## src/rtl/tile_switch_pkg.sv

```systemverilog
// Shared definitions for the host-to-tile byte switch.
// Header bit positions, FSM states and header-length width.
package tile_switch_pkg;

  localparam int HDR_MARK_BIT  = 7;
  localparam int HDR_READ_BIT  = 6;
  localparam int HDR_DEST_HI   = 5;
  localparam int HDR_DEST_LO   = 4;
  localparam int HDR_BCAST_BIT = 3;
  localparam int HDR_LEN_HI    = 2;
  localparam int HDR_LEN_LO    = 0;
  localparam int HDR_LEN_W     = 3;
  localparam int DEST_W        = 2;

  typedef enum logic [1:0] {
    IDLE   = 2'd0,
    WRITE  = 2'd1,
    RD_CAP = 2'd2,
    RD_OUT = 2'd3
  } state_e;

endpackage

```

## src/rtl/tile_switch.sv

```systemverilog
// Host byte stream switch: routes write packets to one or all
// compute tiles and returns single-byte reads from a tile.
// Ports:
//   clk, rst                  clock, async active-high reset
//   in_data/in_valid/in_ready host input stream (header+payload)
//   tile_data_out             per-tile registered byte, 8 bits each
//   tile_data_in              per-tile readback byte, same packing
//   out_data/out_valid/out_ready  readback stream to host
//   err                       one-cycle pulse on dropped byte
//   pkt_cnt                   completed packet count (wrapping)
module tile_switch
  import tile_switch_pkg::*;
#(
  parameter int NUM_TILES = 4,
  parameter int PKT_CNT_W = 8
) (
  input  logic                   clk,
  input  logic                   rst,
  input  logic [7:0]             in_data,
  input  logic                   in_valid,
  output logic                   in_ready,
  output logic [8*NUM_TILES-1:0] tile_data_out,
  input  logic [8*NUM_TILES-1:0] tile_data_in,
  output logic [7:0]             out_data,
  output logic                   out_valid,
  input  logic                   out_ready,
  output logic                   err,
  output logic [PKT_CNT_W-1:0]   pkt_cnt
);

  state_e state_q, state_d;

  logic [DEST_W-1:0]    dest_q, dest_d;
  logic                 bcast_q, bcast_d;
  logic [HDR_LEN_W-1:0] len_q, len_d;
  logic [HDR_LEN_W-1:0] cnt_q, cnt_d;
  logic [7:0]           out_q, out_d;
  logic                 err_q, err_d;
  logic [PKT_CNT_W-1:0] pkt_q, pkt_d;

  logic [NUM_TILES-1:0][7:0] tile_q, tile_d;
  logic [NUM_TILES-1:0][7:0] tin;

  logic acc;

  assign tin           = tile_data_in;
  assign tile_data_out = tile_q;
  assign out_data      = out_q;
  assign err           = err_q;
  assign pkt_cnt       = pkt_q;

  // Handshake flags decode the state register only.
  assign in_ready  = (state_q == IDLE) || (state_q == WRITE);
  assign out_valid = (state_q == RD_OUT);
  assign acc       = in_valid & in_ready;

  always_comb begin
    state_d = state_q;
    dest_d  = dest_q;
    bcast_d = bcast_q;
    len_d   = len_q;
    cnt_d   = cnt_q;
    out_d   = out_q;
    err_d   = 1'b0;
    pkt_d   = pkt_q;
    tile_d  = tile_q;
    unique case (state_q)
      IDLE: begin
        if (acc) begin
          if (!in_data[HDR_MARK_BIT]) begin
            err_d = 1'b1;
          end else if (in_data[HDR_READ_BIT]) begin
            dest_d  = in_data[HDR_DEST_HI:HDR_DEST_LO];
            state_d = RD_CAP;
          end else begin
            dest_d  = in_data[HDR_DEST_HI:HDR_DEST_LO];
            bcast_d = in_data[HDR_BCAST_BIT];
            len_d   = in_data[HDR_LEN_HI:HDR_LEN_LO];
            cnt_d   = '0;
            state_d = WRITE;
          end
        end
      end
      WRITE: begin
        if (acc) begin
          if (bcast_q) begin
            for (int i = 0; i < NUM_TILES; i++) begin
              tile_d[i] = in_data;
            end
          end else begin
            tile_d[dest_q] = in_data;
          end
          cnt_d = cnt_q + 1'b1;
          // len_q holds len-1, so this is the final byte.
          if (cnt_q == len_q) begin
            state_d = IDLE;
            pkt_d   = pkt_q + 1'b1;
          end
        end
      end
      RD_CAP: begin
        out_d   = tin[dest_q];
        state_d = RD_OUT;
      end
      RD_OUT: begin
        if (out_ready) begin
          state_d = IDLE;
          pkt_d   = pkt_q + 1'b1;
        end
      end
      default: state_d = IDLE;
    endcase
  end

  always_ff @(posedge clk or posedge rst) begin
    if (rst) begin
      state_q <= IDLE;
      dest_q  <= '0;
      bcast_q <= 1'b0;
      len_q   <= '0;
      cnt_q   <= '0;
      out_q   <= '0;
      err_q   <= 1'b0;
      pkt_q   <= '0;
      tile_q  <= '0;
    end else begin
      state_q <= state_d;
      dest_q  <= dest_d;
      bcast_q <= bcast_d;
      len_q   <= len_d;
      cnt_q   <= cnt_d;
      out_q   <= out_d;
      err_q   <= err_d;
      pkt_q   <= pkt_d;
      tile_q  <= tile_d;
    end
  end

endmodule

```

## config.mk

```make
export PLATFORM = sky130hd
export DESIGN_NAME = tile_switch
export DESIGN_NICKNAME = d
export VERILOG_FILES = /design/src/rtl/tile_switch_pkg.sv /design/src/rtl/tile_switch.sv
export SDC_FILE = /design/constraint.sdc
export NUM_CORES = 1
export LEC_CHECK = 0
export CAP_MARGIN = 20
export CORE_ASPECT_RATIO = 1.5
export CORE_UTILIZATION = 25
export DETAILED_ROUTE_END_ITERATION = 6
export HOLD_SLACK_MARGIN = 0.05
export PLACE_DENSITY = 0.51
export REMOVE_ABC_BUFFERS = 1
export SLEW_MARGIN = 10
export SYNTH_ARGS = -nofsm -noshare
export SYNTH_HDL_FRONTEND = slang
export SYNTH_SLANG_ARGS = --single-unit
```

## constraint.sdc

```tcl
create_clock -name clk -period 3.2 [get_ports clk]
set_input_delay 0.64 -clock clk [delete_from_list [all_inputs] [get_ports clk]]
set_output_delay 0.64 -clock clk [all_outputs]
set_load 0.05 [all_outputs]
```

After elaboration in Yosys (flattened, before gate mapping)
Cells that the tools add are included.

Add/subtract/negate cells: 2. $mul: 0. Div/mod/pow operators: 0. Order comparisons: 2. Eq/ne operators: 10. Shift operators: 0. Multiplexer cells: 25. Bitwise operators: 2. Reduce and logical (&&, ||, !) cells: 11.

Operator list (count): $mux 8 (5); $bwmux 32 (1); $mux 32 (1); $bmux 8 s2 (1); $demux 8 s2 (1); $pmux 8 s2 (1); $mux 2 (6); $mux 3 (4); $reduce_and 5->1 (2); $add 8x1->8 const B (1); $ne 2x2->1 const B (4); $pmux 2 s4 (1); $reduce_and 4->1 (2); $pmux 3 s2 (1); $eq 2x2->1 const B (2); $ne 2x1->1 const B (2); $reduce_bool 2->1 (2); $add 3x1->3 const B (1); $eq 3x3->1 (1); $lt 2x3->1 const B (1); $mux 1 (3); $reduce_and 3->1 (1); $eq 2x1->1 const B (1); $ge 2x1->1 const B (1); other kinds (6) (6).

Register bits after elaboration: 60. Latch bits: 0. Memory bits (writable): 0. ROM bits: 0. Input port bits: 44. Output and inout bits: 51. Memories: 0.

Longest topological paths before layout
Depth after elaboration: 6. Depth in mapped cells: 6.

Worst setup path before layout
No wires, ideal clock.

Kind: register to output. Start: reg state_q[1]. End: out out_valid. Data arrival time: 1.347 ns. Data required time: 2.560 ns. Slack: 1.213 ns. Stages on the path, launching flop included: 3. Path buffers: 0. Path through: dfrtp_1 > inv_1 > nor2_1.

Word-level cells in the longest chain between the ends: 1.

Ends and longest elaborated chain: start: declaration (line tile_switch.sv:31) `state_e state_q, state_d;`; start signal: assignment (line tile_switch.sv:127) `state_q <= state_d;`; $eq 2x2->1 (line tile_switch.sv:54) `assign out_valid = (state_q == RD_OUT);`; end: declaration (line tile_switch.sv:25) `output logic out_valid,`.

Every way passes these cells.

Worst setup path after layout
Start: reg state_q[0]. End: out out_valid.

The elaborated chain is that of the path after synthesis.

==> flow_summary.yaml <==
floorplan:
  core_area_um2: 10200
  placementRows: 45
  die_h_um: 129
  die_area_um2: 11100
  die_w_um: 86.4
  start_util_pct: 26.0
  ios: 95
drt:
  wl_per_cell_um: 15.5
  ant_nets: 0
  vias: 1855
  drt_iter0_drc: 75
  remaining_drc_errors: 0
  viasPerCell: 4.39
  drt-total-wl_um: 6550
  dr.pass1.iters: 4
placement:
  port_buffers: 94
  place_hpwl_um: 4720
  place_congestion: 0.715
cells_and_area:
  multi_input_area_um2: 1120
  antennaDiodeCount: 0
  drive_gt1_share_pct: 28.7
  layout.nets: 324
  syn2layout_area_growth_pct: 51.5
  ff_latch_area_um2: 1500
  fillers: 1026
timing:
  clock.fmax_mhz: 391
  whs_ns: 0.472
  finalCritPeriodShare_pct: 80.0
  setup_violations: 0
  worst_pin_slew_ns: 0.702
  setup_tns_ns: 0
  skew_ns: 0.00891
  hold_viol: 0
  finalMaxSlewViolations: 0
  rsz0062_at_grt: "no"
  slew_headroom_pct: 53.2
  period_needed_ns: 2.56
logic_synthesis:
  synth_ff_type: "dfrtp_1"
  yosysTopAreaCell: "dfrtp_1"
  synth_warnings: 0
  ys_async_sr_fraction_pct: 100
  yosysTopAreaCellShare_pct: 56.3
  synthTopCellsByCount: "dfrtp_1 (60), mux2_2 (47), mux4_2 (8), nand2_1 (7), xor2_1 (6)"
  avgSynthCellArea_um2: 15.1
  ys_seq_elements: 60
  ys_types: 32
  synth-edff-count: 0
  synth_cells: 177
  netlist_area_um2: 2670
  synthTopCellsByArea: "dfrtp_1 (56%), mux2_2 (20%), mux4_2 (6.8%)"
  synth_most_common_cell: "dfrtp_1"
  ys_seq_area_share_pct: 56.3
cts:
  clockBufferDepth: 2
  cts_root_buffer: "clkbuf_16"
  insertion_delay_ns: 0.33
  cts_setup_buffers: 0
  numCtsBuffers: 9
  cts.repair.resized: 0
  clock_sinks: 60
  holdBufCountCts: 0
  cts_htree_levels: 3
  clkTransAtPathRegs_ns: 0.05
  cts_tree: "yes"
worst_setup_path:
  start_kind: "register"
  critPathArrivalTime_ns: 1.92
  cp_cell_sequence: "inv_1 -> nor2_1 -> clkdlybuf4s50_1"
  crit_slowest_cell: "clkdlybuf4s50_1"
  path_class: "reg -> out"
  cpLargestDelayFamily: "buffers and inverters"
  worstPathMaxFanout: 9
  crit_required_ns: 2.56
  cp.buffers_inverters: 2
  worst_setup_path_end_kind: "primary output"
  crit_path_max_incr_delay_ns: 0.81
global_route:
  grt_pass1_wl_um: 10400
  antenna_found_initial: 0
  grt_max_degree: 55
  grt-ovfl-total: 0
  track_usage_pct: 12.9
  grt_pass1_vias: 1980
pwr:
  p_per_area_nw_per_um2: 1190
  power.leakage_nw: 1.65
  vdd_drop_max_mv: 0.598
flow_run:
  maxCapViolCount: 0
status:
  status: "complete, no violations"
min_path:
  hp-class: "reg -> reg"
worst register-to-register path: cells and delay by family, from the launching register on:
kind | cells | cell delay [ns]
and+or+nand+nor | 1 | 0.14
DFF | 1 | 0.78
muxes | 1 | 0.41
AOI/OAI and AO/OA | 1 | 0.52
path summary, 6_finish.rpt:
path,start,end,slack [ns],cells past startpoint
worst max-delay path,state_q[0]$_DFFE_PP0P_,out_valid,0.64,3
worst min-delay path,pkt_cnt[7]$_DFFE_PP0P_,pkt_cnt[7]$_DFFE_PP0P_,0.47,1
worst max register to register,dest_q[0]$_DFFE_PP0P_,tile_data_out[23]$_DFFE_PP0P_,1.24,3
worst min register to register,pkt_cnt[7]$_DFFE_PP0P_,pkt_cnt[7]$_DFFE_PP0P_,0.47,1
max in group asynchronous,rst,out_data[7]$_DFFE_PP0P_,1.75,3
min in group asynchronous,rst,tile_data_out[12]$_DFFE_PP0P_,0.52,2
sequential cells by signal (all words and copies together) (netlist names):
name / cells
cnt_q: 3
len_q: 3
dest_q: 2
tile_data_out: 32
bcast_q: 1
pkt_cnt: 8
state_q: 2
out_data: 8
err: 1
metal layers:
metal	routed length [um]	track usage, %	vias to the layer above
li1	-	-	854
met1	2660	13.7	935
met2	3390	22.6	56
met3	355	3.72	10
met4	140	7.06	0
met5	0	0	-
power by group:
part	switching [W]	internal [W]
Combinational	0.00149	0.00102
Sequential	0.000285	0.00111
Clock	0.000313	0.000602
Total	0.00209	0.00273
kinds of logic after synthesis:
logic type,count (synthesis),synth area share (%)
buf+inv,8,1.87
simple gates,24,5.30
fa+ha+maj,2,0.937
mux,56,27.0
xor+xnor,10,3.28
flops,60,56.3
compound gates,17,5.39
cell usage in the layout, fill, tap and decap left out, drive strengths merged, types with 2 or more instances in the layout:
cell,count
a21oi,4
a22o,2
clkbuf,14
clkdlybuf4s50,94
dfrtp,60
ha,2
inv,3
mux2,47
mux4,8
nand2,7
nand3,5
nor2,4
nor2b,3
o21ai,5
xnor2,4
xor2,6
metrics by stage:
step                      total power (W)  cell area [um2]  setup WS [ns]  std cells  utilization [%]
after floorplan                   0.00309             2630           1.08        172                -
after global placement            0.00394             3750          0.848        408             36.6
after detailed placement          0.00396             3750          0.802        408             36.6
after CTS                         0.00490             4040          0.628        423             39.5
after global routing              0.00507             4040          0.546        423             39.5
final                             0.00482             4040          0.641        423             39.5
cell type report:
type                       instances  area share (%)
sequential                        60            37.1
multi-input combinational        109            27.6
timing repair buffer              95            23.5
clock buffer                      14            7.02
tap                              141            4.36
inverter                           3           0.278
clock inverter                     1           0.124
Note: power is estimated with default switching activity, not from simulation.
